==> src/rtl/countdown_timer_pkg.sv <==
// Shared definitions for the BCD countdown timer.
//   state_t      : FSM encoding (IDLE / RUN / DONE)
//   MODE_*       : display/function mode codes shared with the stopwatch
//   DIG_MAX9/5   : largest legal value of a decimal / tens-of-seconds digit
//   digit_max()  : digit maximum by chain position (0 = c0 ... 5 = m1)
//   bcd_sat()    : clamp a raw nibble to a digit maximum
package countdown_timer_pkg;

   typedef enum logic [1:0] {
      ST_IDLE = 2'd0,
      ST_RUN  = 2'd1,
      ST_DONE = 2'd2
   } state_t;

   localparam logic [1:0] MODE_STOPWATCH = 2'b10;
   localparam logic [1:0] MODE_TIMER     = 2'b11;

   localparam logic [3:0] DIG_MAX9 = 4'd9;
   localparam logic [3:0] DIG_MAX5 = 4'd5;

   // Position 3 is the tens-of-seconds digit (s1); all others are 0..9.
   function automatic logic [3:0] digit_max(input int pos);
      return (pos == 3) ? DIG_MAX5 : DIG_MAX9;
   endfunction

   function automatic logic [3:0] bcd_sat(input logic [3:0] d, input logic [3:0] max);
      return (d > max) ? max : d;
   endfunction

endpackage

==> src/rtl/countdown_timer_digit.sv <==
// One 4-bit BCD down-counter digit.
//   i_clk, i_rst   : clock, async active-high reset
//   i_dec_in       : decrement request (tick or borrow from lower digit)
//   i_load         : load i_load_val, clamped to MAX
//   i_clr          : synchronous clear to 0 (beats load and decrement)
//   o_digit        : registered digit value
//   o_borrow_out   : decrement request to the next higher digit
module bcd_down_digit
   import countdown_timer_pkg::*;
#(
   parameter logic [3:0] MAX = DIG_MAX9
) (
   input  logic       i_clk,
   input  logic       i_rst,
   input  logic       i_dec_in,
   input  logic       i_load,
   input  logic [3:0] i_load_val,
   input  logic       i_clr,
   output logic [3:0] o_digit,
   output logic       o_borrow_out
);

   logic [3:0] r_digit;

   always_ff @(posedge i_clk or posedge i_rst) begin
      if (i_rst)         r_digit <= 4'd0;
      else if (i_clr)    r_digit <= 4'd0;
      else if (i_load)   r_digit <= bcd_sat(i_load_val, MAX);
      else if (i_dec_in) r_digit <= (r_digit == 4'd0) ? MAX : r_digit - 4'd1;
   end

   assign o_digit      = r_digit;
   assign o_borrow_out = i_dec_in & (r_digit == 4'd0);

endmodule

==> src/rtl/countdown_timer.sv <==
// 6-digit BCD countdown timer, MM:SS.cc with 10 ms resolution.
//   clk / rst          : i_clk, i_rst (async, active-high)
//   i_model            : mode; counts only in MODE_TIMER
//   i_run              : level, 1 = count, 0 = pause
//   i_clear            : sync clear to 0, any state
//   i_load, i_preset   : sync preset load (ignored while running), BCD {m1,m0,s1,s0,c1,c0}
//   o_count_down_num   : current value, same packing as i_preset
//   o_expired          : high while in DONE
//   o_alarm            : one-cycle pulse on reaching zero
module countdown_timer
   import countdown_timer_pkg::*;
#(
   parameter int TICK_DIV = 500_000
) (
   input  logic        i_clk,
   input  logic        i_rst,
   input  logic [1:0]  i_model,
   input  logic        i_run,
   input  logic        i_clear,
   input  logic        i_load,
   input  logic [23:0] i_preset,
   output logic [23:0] o_count_down_num,
   output logic        o_expired,
   output logic        o_alarm
);

   localparam int CW = (TICK_DIV > 1) ? $clog2(TICK_DIV) : 1;
   localparam logic [CW-1:0] TICK_LAST = CW'(TICK_DIV - 1);

   state_t        r_state, w_state_nxt;
   logic [CW-1:0] r_cnt;
   logic          r_expired, r_alarm;
   logic          w_expired_nxt, w_alarm_nxt;
   logic          w_tick, w_load_acc, w_terminal, w_run_ok;
   logic [23:0]   w_value;
   logic [5:0]    w_dec, w_borrow;

   assign w_tick     = (r_state == ST_RUN) && (r_cnt == TICK_LAST);
   assign w_load_acc = i_load && (r_state != ST_RUN);
   assign w_run_ok   = i_run && (i_model == MODE_TIMER);
   // An m1 borrow would mean the chain wrapped past zero; it cannot happen
   // because zero is terminal, but if it ever did, stop rather than keep counting.
   assign w_terminal = (w_tick && (w_value == 24'h000001)) || w_borrow[5];

   // Digit chain: c0 takes the tick, every higher digit takes the borrow below it.
   for (genvar g = 0; g < 6; g++) begin : g_dig
      if (g == 0) begin : g_lsd
         assign w_dec[g] = w_tick;
      end else begin : g_hsd
         assign w_dec[g] = w_borrow[g-1];
      end
      bcd_down_digit #(.MAX(digit_max(g))) u_dig (
         .i_clk        (i_clk),
         .i_rst        (i_rst),
         .i_dec_in     (w_dec[g]),
         .i_load       (w_load_acc),
         .i_load_val   (i_preset[4*g +: 4]),
         .i_clr        (i_clear),
         .o_digit      (w_value[4*g +: 4]),
         .o_borrow_out (w_borrow[g])
      );
   end

   // State register
   always_ff @(posedge i_clk or posedge i_rst) begin
      if (i_rst) r_state <= ST_IDLE;
      else       r_state <= w_state_nxt;
   end

   // Next-state logic: clear > load > run/tick behaviour
   always_comb begin
      w_state_nxt = r_state;
      if (i_clear)         w_state_nxt = ST_IDLE;
      else if (w_load_acc) w_state_nxt = ST_IDLE;
      else begin
         case (r_state)
            ST_IDLE: if (w_run_ok && (w_value != 24'h0)) w_state_nxt = ST_RUN;
            // Reaching zero wins over a pause on the same edge.
            ST_RUN:  if (w_terminal)    w_state_nxt = ST_DONE;
                     else if (!w_run_ok) w_state_nxt = ST_IDLE;
            ST_DONE: w_state_nxt = ST_DONE;
            default: w_state_nxt = ST_IDLE;
         endcase
      end
   end

   // Output next-values (registered below)
   always_comb begin
      w_alarm_nxt   = w_terminal && !i_clear;
      w_expired_nxt = r_expired;
      if (i_clear || w_load_acc) w_expired_nxt = 1'b0;
      else if (w_terminal)       w_expired_nxt = 1'b1;
   end

   always_ff @(posedge i_clk or posedge i_rst) begin
      if (i_rst) begin
         r_alarm   <= 1'b0;
         r_expired <= 1'b0;
      end else begin
         r_alarm   <= w_alarm_nxt;
         r_expired <= w_expired_nxt;
      end
   end

   // Tick prescaler: runs only while staying in RUN so every RUN entry
   // starts a fresh TICK_DIV-cycle interval.
   always_ff @(posedge i_clk or posedge i_rst) begin
      if (i_rst)                                              r_cnt <= '0;
      else if ((r_state == ST_RUN) && (w_state_nxt == ST_RUN)) r_cnt <= w_tick ? '0 : r_cnt + 1'b1;
      else                                                    r_cnt <= '0;
   end

   assign o_count_down_num = w_value;
   assign o_expired        = r_expired;
   assign o_alarm          = r_alarm;

endmodule

==> config.mk <==
export PLATFORM = sky130hd
export DESIGN_NAME = countdown_timer
export DESIGN_NICKNAME = d
export VERILOG_FILES = /design/src/rtl/countdown_timer_pkg.sv /design/src/rtl/countdown_timer_digit.sv /design/src/rtl/countdown_timer.sv
export SDC_FILE = /design/constraint.sdc
export NUM_CORES = 1
export LEC_CHECK = 0
export ABC_AREA = 1
export CAP_MARGIN = 20
export CORE_MARGIN = 3
export CORE_UTILIZATION = 49
export DETAILED_ROUTE_END_ITERATION = 7
export PLACE_DENSITY = 0.79
export RECOVER_POWER = 25
export REMOVE_ABC_BUFFERS = 1
export SLEW_MARGIN = 10
export SYNTH_ARGS = -nofsm -noshare
export SYNTH_HDL_FRONTEND = slang
export SYNTH_HIERARCHICAL = 1
export SYNTH_SLANG_ARGS = --single-unit
==> constraint.sdc <==
create_clock -name i_clk -period 3 [get_ports i_clk]
set_input_delay 0.6 -clock i_clk [delete_from_list [all_inputs] [get_ports i_clk]]
set_output_delay 0.6 -clock i_clk [all_outputs]
set_load 0.05 [all_outputs]
==> impl_metrics.toml, run 1 <==
[clock_tree]
ctsLongestPathBuffers = 2
clk_transition_reported_paths_ps = 90
ctsHoldBuffers = 0
clk_root_buffer_cell = "sky130_fd_sc_hd__clkbuf_8"
clkSinkCount = 47
tritoncts.num_buffers = 5
cts_tree = "yes"
insertion_delay_ps = 300
ctsHtreeMaxLevel = 2

[power]
power.share.switching = 0.338
clock_power_share = 0.275
power_switching_uw = 552
comb_power_share = 0.296
powerDensity_nw_per_um2 = 374
power.leakage_uw = 0.00205
vdd_drop_max_mv = 0.195
total_power_uw = 1630
internal-power_uw = 1080
seq_power_share = 0.429

[cells_and_area]
mostFrequentLayoutCells = "166 x sky130_fd_sc_hd__nand2_1, 80 x sky130_fd_sc_hd__inv_1, 76 x sky130_fd_sc_hd__nor2_1"
design.final.nets = 646
drive_gt1_frac = 0.108
final_area_um2 = 4370
fillcell_total = 626
mostFrequentLayoutCell = "sky130_fd_sc_hd__nand2_1"
n_diodes = 0
areaGrowthSynthToFinish_pct = 26.3

[place]
hpwl_um = 6280
io_buffer_count = 56
place_ws_ps = 105
placed_standard_cell_area_um2 = 4190
gp_congestion = 0.870

[synth]
synthesis_warning_total = 6
synth.ff_latch_count = 47
post_synthesis_cell_area_um2 = 3460
avg_inst_size_synth_um2 = 6.53
post_synth_num_cell_types = 28
seq_area_frac_synth = 0.340
postSynthCellCount = 530

[die]
i_o_pin_total = 57
floorplan.initialDensity = 0.507
die-height_um = 90.0
rows = 30
core_region_area_um2 = 6830
die_w_um = 90.0
die_area_um2 = 8110

[timing]
hold_viol_final = 0
final_period_demand_of_the_worst_path_ps = 2710
finalMaxSlewViolations = 0
fin_tns_setup_ps = 0
timing.final.setup_violations = 0
setup_slack_ps = 291
tightestPinTransition_ps = 1230
final.setup_skew_ps = 14.2
relSlewSlack = 0.182
post-route-period-util = 0.903
maxClockFrequency_mhz = 369
hold_worst_slack_ps = 518

[route]
drt-vias-per-instance = 5.10
routed_wire_length_per_instance_um = 12.1
drt_antenna_net_count = 0
via_count = 3568
drt_pass_1_iters = 6
drc_markers = 0
drt_wl_total_um = 8430
initialDrtViolationCount = 243

[global_route]
first_global_vias = 3278
grt_first_pass_wirelength_um = 13900
grt_antenna_before_repair = 0
grt_start_max_net_pins = 30
grt_usage = 0.201
grt_overflow = 0

[critical_path]
reg2reg_slack_ps = 290
worst_ep_required_time_ps = 3180
critical_path_peak_fanout = 5
arrival_ps = 2890
endpoint_kind = "register"
critPathLaunchType = "register"
worst-setup-path-type = "reg -> reg"

[worst_hold_path]
worstHoldPathType = "reg -> reg"

[flow_run]
max-cap-violations = 0

[run_status]
outcome = "complete, no violations"
-- cell usage after synthesis, drive strengths merged --
| master | n | area share |
|---|---|---|
| nand3 | 30 | 0.051 |
| dfrtp | 47 | 0.34 |
| nor2 | 93 | 0.11 |
| xnor2 | 3 | 0.0076 |
| nand4 | 5 | 0.0090 |
| clkinv | 1 | 0.0011 |
| o211ai | 2 | 0.0043 |
| nand2 | 170 | 0.19 |
| a21oi | 27 | 0.039 |
| o21ai | 23 | 0.033 |
| nor3 | 14 | 0.030 |
| xor2 | 5 | 0.013 |
| nand3b | 1 | 0.0022 |
| a21boi | 1 | 0.0022 |
| a31o | 1 | 0.0025 |
| o21bai | 6 | 0.020 |
| ha | 12 | 0.043 |
| buf | 1 | 0.0058 |
| inv | 87 | 0.094 |
| or2 | 1 | 0.0018 |
-- critical path: stages (launching register included) --
cell and delay [ps]:
sky130_fd_sc_hd__dfrtp_2 440, sky130_fd_sc_hd__ha_4 190, sky130_fd_sc_hd__nand3_2 130, sky130_fd_sc_hd__inv_1 80, sky130_fd_sc_hd__nand4_1 80, sky130_fd_sc_hd__inv_1 130, sky130_fd_sc_hd__inv_1 50, sky130_fd_sc_hd__nor2_1 130
sky130_fd_sc_hd__inv_1 70, sky130_fd_sc_hd__nor2_2 130, sky130_fd_sc_hd__inv_1 70, sky130_fd_sc_hd__nor2_2 120, sky130_fd_sc_hd__inv_1 50, sky130_fd_sc_hd__nor2_1 130, sky130_fd_sc_hd__inv_1 70, sky130_fd_sc_hd__nor2_2 120
sky130_fd_sc_hd__inv_1 50, sky130_fd_sc_hd__nor2_1 90, sky130_fd_sc_hd__inv_1 80, sky130_fd_sc_hd__nand3_2 100, sky130_fd_sc_hd__nand2_4 110, sky130_fd_sc_hd__nand3_4 150, sky130_fd_sc_hd__nor2_2 40
-- final timing paths --
path	endpoint	from	cells after the start
hold / removal	o_expired$_DFFE_PP0P_	o_expired$_DFFE_PP0P_	2
max in group asynchronous	r_cnt[0]$_DFF_PP0_	i_rst	3
min in group asynchronous	g_dig[0].u_dig/o_digit[1]$_DFFE_PP0P_	i_rst	2
hold reg to reg	o_expired$_DFFE_PP0P_	o_expired$_DFFE_PP0P_	2
setup / recovery	r_cnt[14]$_DFF_PP0_	r_cnt[0]$_DFF_PP0_	22
setup reg to reg	r_cnt[14]$_DFF_PP0_	r_cnt[0]$_DFF_PP0_	22
-- power groups by stage --
stage	Clock, µW	Combinational (µW)	Sequential, µW
global route	486	538	709
floorplan	0	227	799
global placement	0	469	713
detailed placement	0	482	714
finish	449	484	702
CTS	456	483	702
-- timing repair --
item                       CTS  global route
setup buffers                0             0
resized for setup            0            11
setup endpoints to repair    0            24
-- stage by stage --
step	utilization	instances
floorplan	-	529
global placement	0.614	689
detailed placement	0.614	689
CTS	0.629	696
global route	0.640	699
finish	0.640	699
-- kinds of logic after synthesis --
family,count (synthesis),synth area share
xor gates and xnor gates,8,0.0202
adders and majority gates,12,0.0434
buffers and inverters,89,0.101
AOI/OAI and AO/OA,60,0.101
and+or+nand+nor,314,0.394
DFF,47,0.340
-- routing by layer --
metal | up-vias | GRT usage | share of wire
met3 | 18 | 0.0335 | 0.049
met4 | 0 | 0.0472 | 0.016
met1 | 1644 | 0.262 | 0.45
met5 | - | 0 | 0
li1 | 1799 | - | -
met2 | 107 | 0.348 | 0.49
-- registers in the layout, indices dropped and copies added (netlist names) --
register,cells
g_dig.u_dig/o_digit,24
o_alarm,1
o_expired,1
r_cnt,19
r_state,2
-- final cells by class --
cell class              instances  area, µm²  area share
repair buffers                 64        629       0.144
multi-input cells             397       2010       0.460
well taps                      96        120      0.0275
inverters                      88        330      0.0756
clock buffers                   6       72.6      0.0166
flip-flops and latches         47       1180       0.269
clock inverters                 1       30.0     0.00687
Power figures use the tool's default switching activity.
==> run 2: changes to the inputs <==
--- a/config.mk
+++ b/config.mk
@@ -10,9 +10,10 @@
 export CORE_MARGIN = 3
 export CORE_UTILIZATION = 49
 export DETAILED_ROUTE_END_ITERATION = 7
-export PLACE_DENSITY = 0.79
-export RECOVER_POWER = 25
+export PLACE_DENSITY = 0.85
+export RECOVER_POWER = 100
 export REMOVE_ABC_BUFFERS = 1
+export SETUP_SLACK_MARGIN = 0.1
 export SLEW_MARGIN = 10
 export SYNTH_ARGS = -nofsm -noshare
 export SYNTH_HDL_FRONTEND = slang
==> run 2 against run 1 <==
  * Clock-buffer cell count is the same
  * Core utilization fell by 0.29 points
  * First-iteration DRC count increased by 28%
  * Worst hold slack better by 22 ps
  * Register-to-register slack improved by 50 ps
  * Sequential share of layout area up 0.12 points
  * Flip-flop and latch count did not move
  * Global-route usage down 0.26 points
  * Setup slack gained 48 ps
  * Cell area decreased by 0.46%
  * Clock power shrank 14%
  * Via count up 0.53%
  * Highest routed layer unchanged
==> impl_metrics.toml, run 2 (same netlist as run 1, synthesis figures left out) <==
[run_status]
outcome = "complete, no violations"

[cells_and_area]
mostFrequentLayoutCell = "sky130_fd_sc_hd__nand2_1"
finalCoreUtilization = 0.637
fillcell_total = 618
mostFrequentLayoutCells = "166 x sky130_fd_sc_hd__nand2_1, 82 x sky130_fd_sc_hd__inv_1, 76 x sky130_fd_sc_hd__nor2_1"
final_area_um2 = 4350
areaGrowthSynthToFinish_pct = 25.7
n_diodes = 0
design.final.nets = 649
drive_gt1_frac = 0.104
flip_flop_count_of_the_largest_register_after_layout = 24

[timing]
maxClockFrequency_mhz = 376
rsz0062_at_grt = "no"
tightestPinTransition_ps = 874
final_period_demand_of_the_worst_path_ps = 2660
fin_tns_setup_ps = 0
hold_viol_final = 0
final.setup_skew_ps = 14.1
timing.final.setup_violations = 0
post-route-period-util = 0.887
finalMaxSlewViolations = 0
relSlewSlack = 0.415

[route]
initialDrtViolationCount = 312
drt_antenna_net_count = 0
drt_wl_total_um = 8680
drc_markers = 0
routed_wire_length_per_instance_um = 12.3
via_count = 3587
drt-vias-per-instance = 5.10
drt_pass_1_iters = 7

[critical_path]
r2r_cells = 21
worst_ep_required_time_ps = 3190
arrival_ps = 2850
critPathLaunchType = "register"
worst-setup-path-type = "reg -> reg"
reg2reg_slack_ps = 340
critical_path_peak_fanout = 6
crit-reg2reg-launch = "g_dig[0].u_dig/o_digit[0]$_DFFE_PP0P_"
crit-reg2reg-capture = "r_cnt[10]$_DFF_PP0_"
endpoint_kind = "register"
worstSetupStartpoint = "g_dig[0].u_dig/o_digit[0]$_DFFE_PP0P_"

[global_route]
grt_overflow = 0
grt_first_pass_wirelength_um = 13800
grt_antenna_before_repair = 0
grt_usage = 0.198
first_global_vias = 3304
grt_start_max_net_pins = 36

[die]
i_o_pin_total = 57
rows = 30
die_w_um = 90.0
die-height_um = 90.0
floorplan.initialDensity = 0.507
core_region_area_um2 = 6830
die_area_um2 = 8110

[worst_hold_path]
timing.hold.worst_path_depth = 2
min-delay-start = "o_expired$_DFFE_PP0P_"
worstHoldPathType = "reg -> reg"
whs_endpoint = "o_expired$_DFFE_PP0P_"

[power]
comb_power_share = 0.302
power.share.switching = 0.363
power_switching_uw = 564
power.leakage_uw = 0.00212
vdd_drop_max_mv = 0.255
powerDensity_nw_per_um2 = 358
seq_power_share = 0.451
clock_power_share = 0.247
internal-power_uw = 992

[flow_run]
max-cap-violations = 0

[clock_tree]
insertion_delay_ps = 310
ctsLongestPathBuffers = 2
tritoncts.num_buffers = 5
ctsHtreeMaxLevel = 2
clk_root_buffer_cell = "sky130_fd_sc_hd__clkbuf_8"
clk_transition_reported_paths_ps = 90
clkSinkCount = 47
cts_tree = "yes"

[place]
placed_standard_cell_area_um2 = 4180
hpwl_um = 6310
gp_congestion = 0.874
io_buffer_count = 56
-- run 2: layer usage --
metal  up-vias  track usage  wire length, µm
met1      1645        0.241             3790
met4         0       0.0638              190
li1       1803            -                -
met2       116        0.358             4300
met3        23       0.0318              403
met5         -            0                0
-- run 2: through the flow --
step / setup WS (ps) / hold slack, ps / total power [µW] / instances
after floorplan: -167 / 366 / 1030 / 529
after global placement: 225 / 526 / 1180 / 689
after detailed placement: 59.5 / 525 / 1190 / 689
after CTS: 50.8 / 547 / 1580 / 697
after global routing: 20.9 / 588 / 1650 / 703
final: 340 / 540 / 1560 / 703
-- run 2: how the worst max path moves through the flow --
stage | cells past startpoint | endpoint | slack [ps]
2_1_floorplan | 21 | r_cnt[0]$_DFF_PP0_ | -170
3_3_place_gp | 22 | r_cnt[6]$_DFF_PP0_ | 230
3_5_place_dp | 22 | r_cnt[18]$_DFF_PP0_ | 60
4_1_cts | 22 | r_cnt[1]$_DFF_PP0_ | 50
5_1_grt | 23 | r_cnt[10]$_DFF_PP0_ | 20
6_report | 21 | r_cnt[10]$_DFF_PP0_ | 340
-- run 2: power by group through the flow --
| stage | clock network, µW | logic (µW) | registers, µW |
|---|---|---|---|
| final | 384 | 471 | 701 |
| after global routing | 420 | 521 | 709 |
| after CTS | 397 | 482 | 702 |
| after detailed placement | 0 | 480 | 714 |
| after global placement | 0 | 464 | 713 |
| after floorplan | 0 | 227 | 799 |
-- run 2: cell type report --
| cell class | instances | area [µm²] | share of cell area |
|---|---|---|---|
| tap | 96 | 120 | 0.0276 |
| inverter | 88 | 330 | 0.0759 |
| clock buffer | 6 | 72.6 | 0.0167 |
| sequential | 47 | 1180 | 0.271 |
| multi-input combinational | 397 | 2000 | 0.460 |
| clock inverter | 2 | 16.3 | 0.00374 |
| timing repair buffer | 67 | 633 | 0.145 |
-- run 2: what timing repair did --
item | 4_1_cts | 5_1_grt
buffers inserted | 0 | 3
pin swaps | 0 | 6
setup endpoints to repair | 19 | 27
gates resized for setup | 1 | 14
hold buffers | 0 | 0
gates cloned | 0 | 3
-- run 2: worst max-delay path, stage by stage, from the launching register on --
cell,delay [ps]
sky130_fd_sc_hd__dfrtp_1,460
sky130_fd_sc_hd__inv_1,160
sky130_fd_sc_hd__ha_1,160
sky130_fd_sc_hd__inv_1,40
sky130_fd_sc_hd__nor2_1,160
sky130_fd_sc_hd__nand2_1,120
sky130_fd_sc_hd__nor2_2,120
sky130_fd_sc_hd__inv_1,50
sky130_fd_sc_hd__nor2_1,120
sky130_fd_sc_hd__inv_1,70
sky130_fd_sc_hd__nor2_2,110
sky130_fd_sc_hd__inv_1,50
sky130_fd_sc_hd__nor2_1,130
sky130_fd_sc_hd__inv_1,60
sky130_fd_sc_hd__nor2_2,90
sky130_fd_sc_hd__inv_1,50
sky130_fd_sc_hd__nor2_1,100
sky130_fd_sc_hd__inv_1,70
sky130_fd_sc_hd__nand3_2,100
sky130_fd_sc_hd__nand2_4,120
sky130_fd_sc_hd__nand3_4,160
sky130_fd_sc_hd__nor2_2,40
==> run 3: changes to the inputs <==
--- a/config.mk
+++ b/config.mk
@@ -6,10 +6,10 @@
 export NUM_CORES = 1
 export LEC_CHECK = 0
 export ABC_AREA = 1
-export CAP_MARGIN = 20
 export CORE_MARGIN = 3
 export CORE_UTILIZATION = 49
 export DETAILED_ROUTE_END_ITERATION = 7
+export HOLD_SLACK_MARGIN = 0.08
 export PLACE_DENSITY = 0.85
 export RECOVER_POWER = 100
 export REMOVE_ABC_BUFFERS = 1
==> results of run 3 <==
Final layout, timing and power as in run 2 (identical DEF).
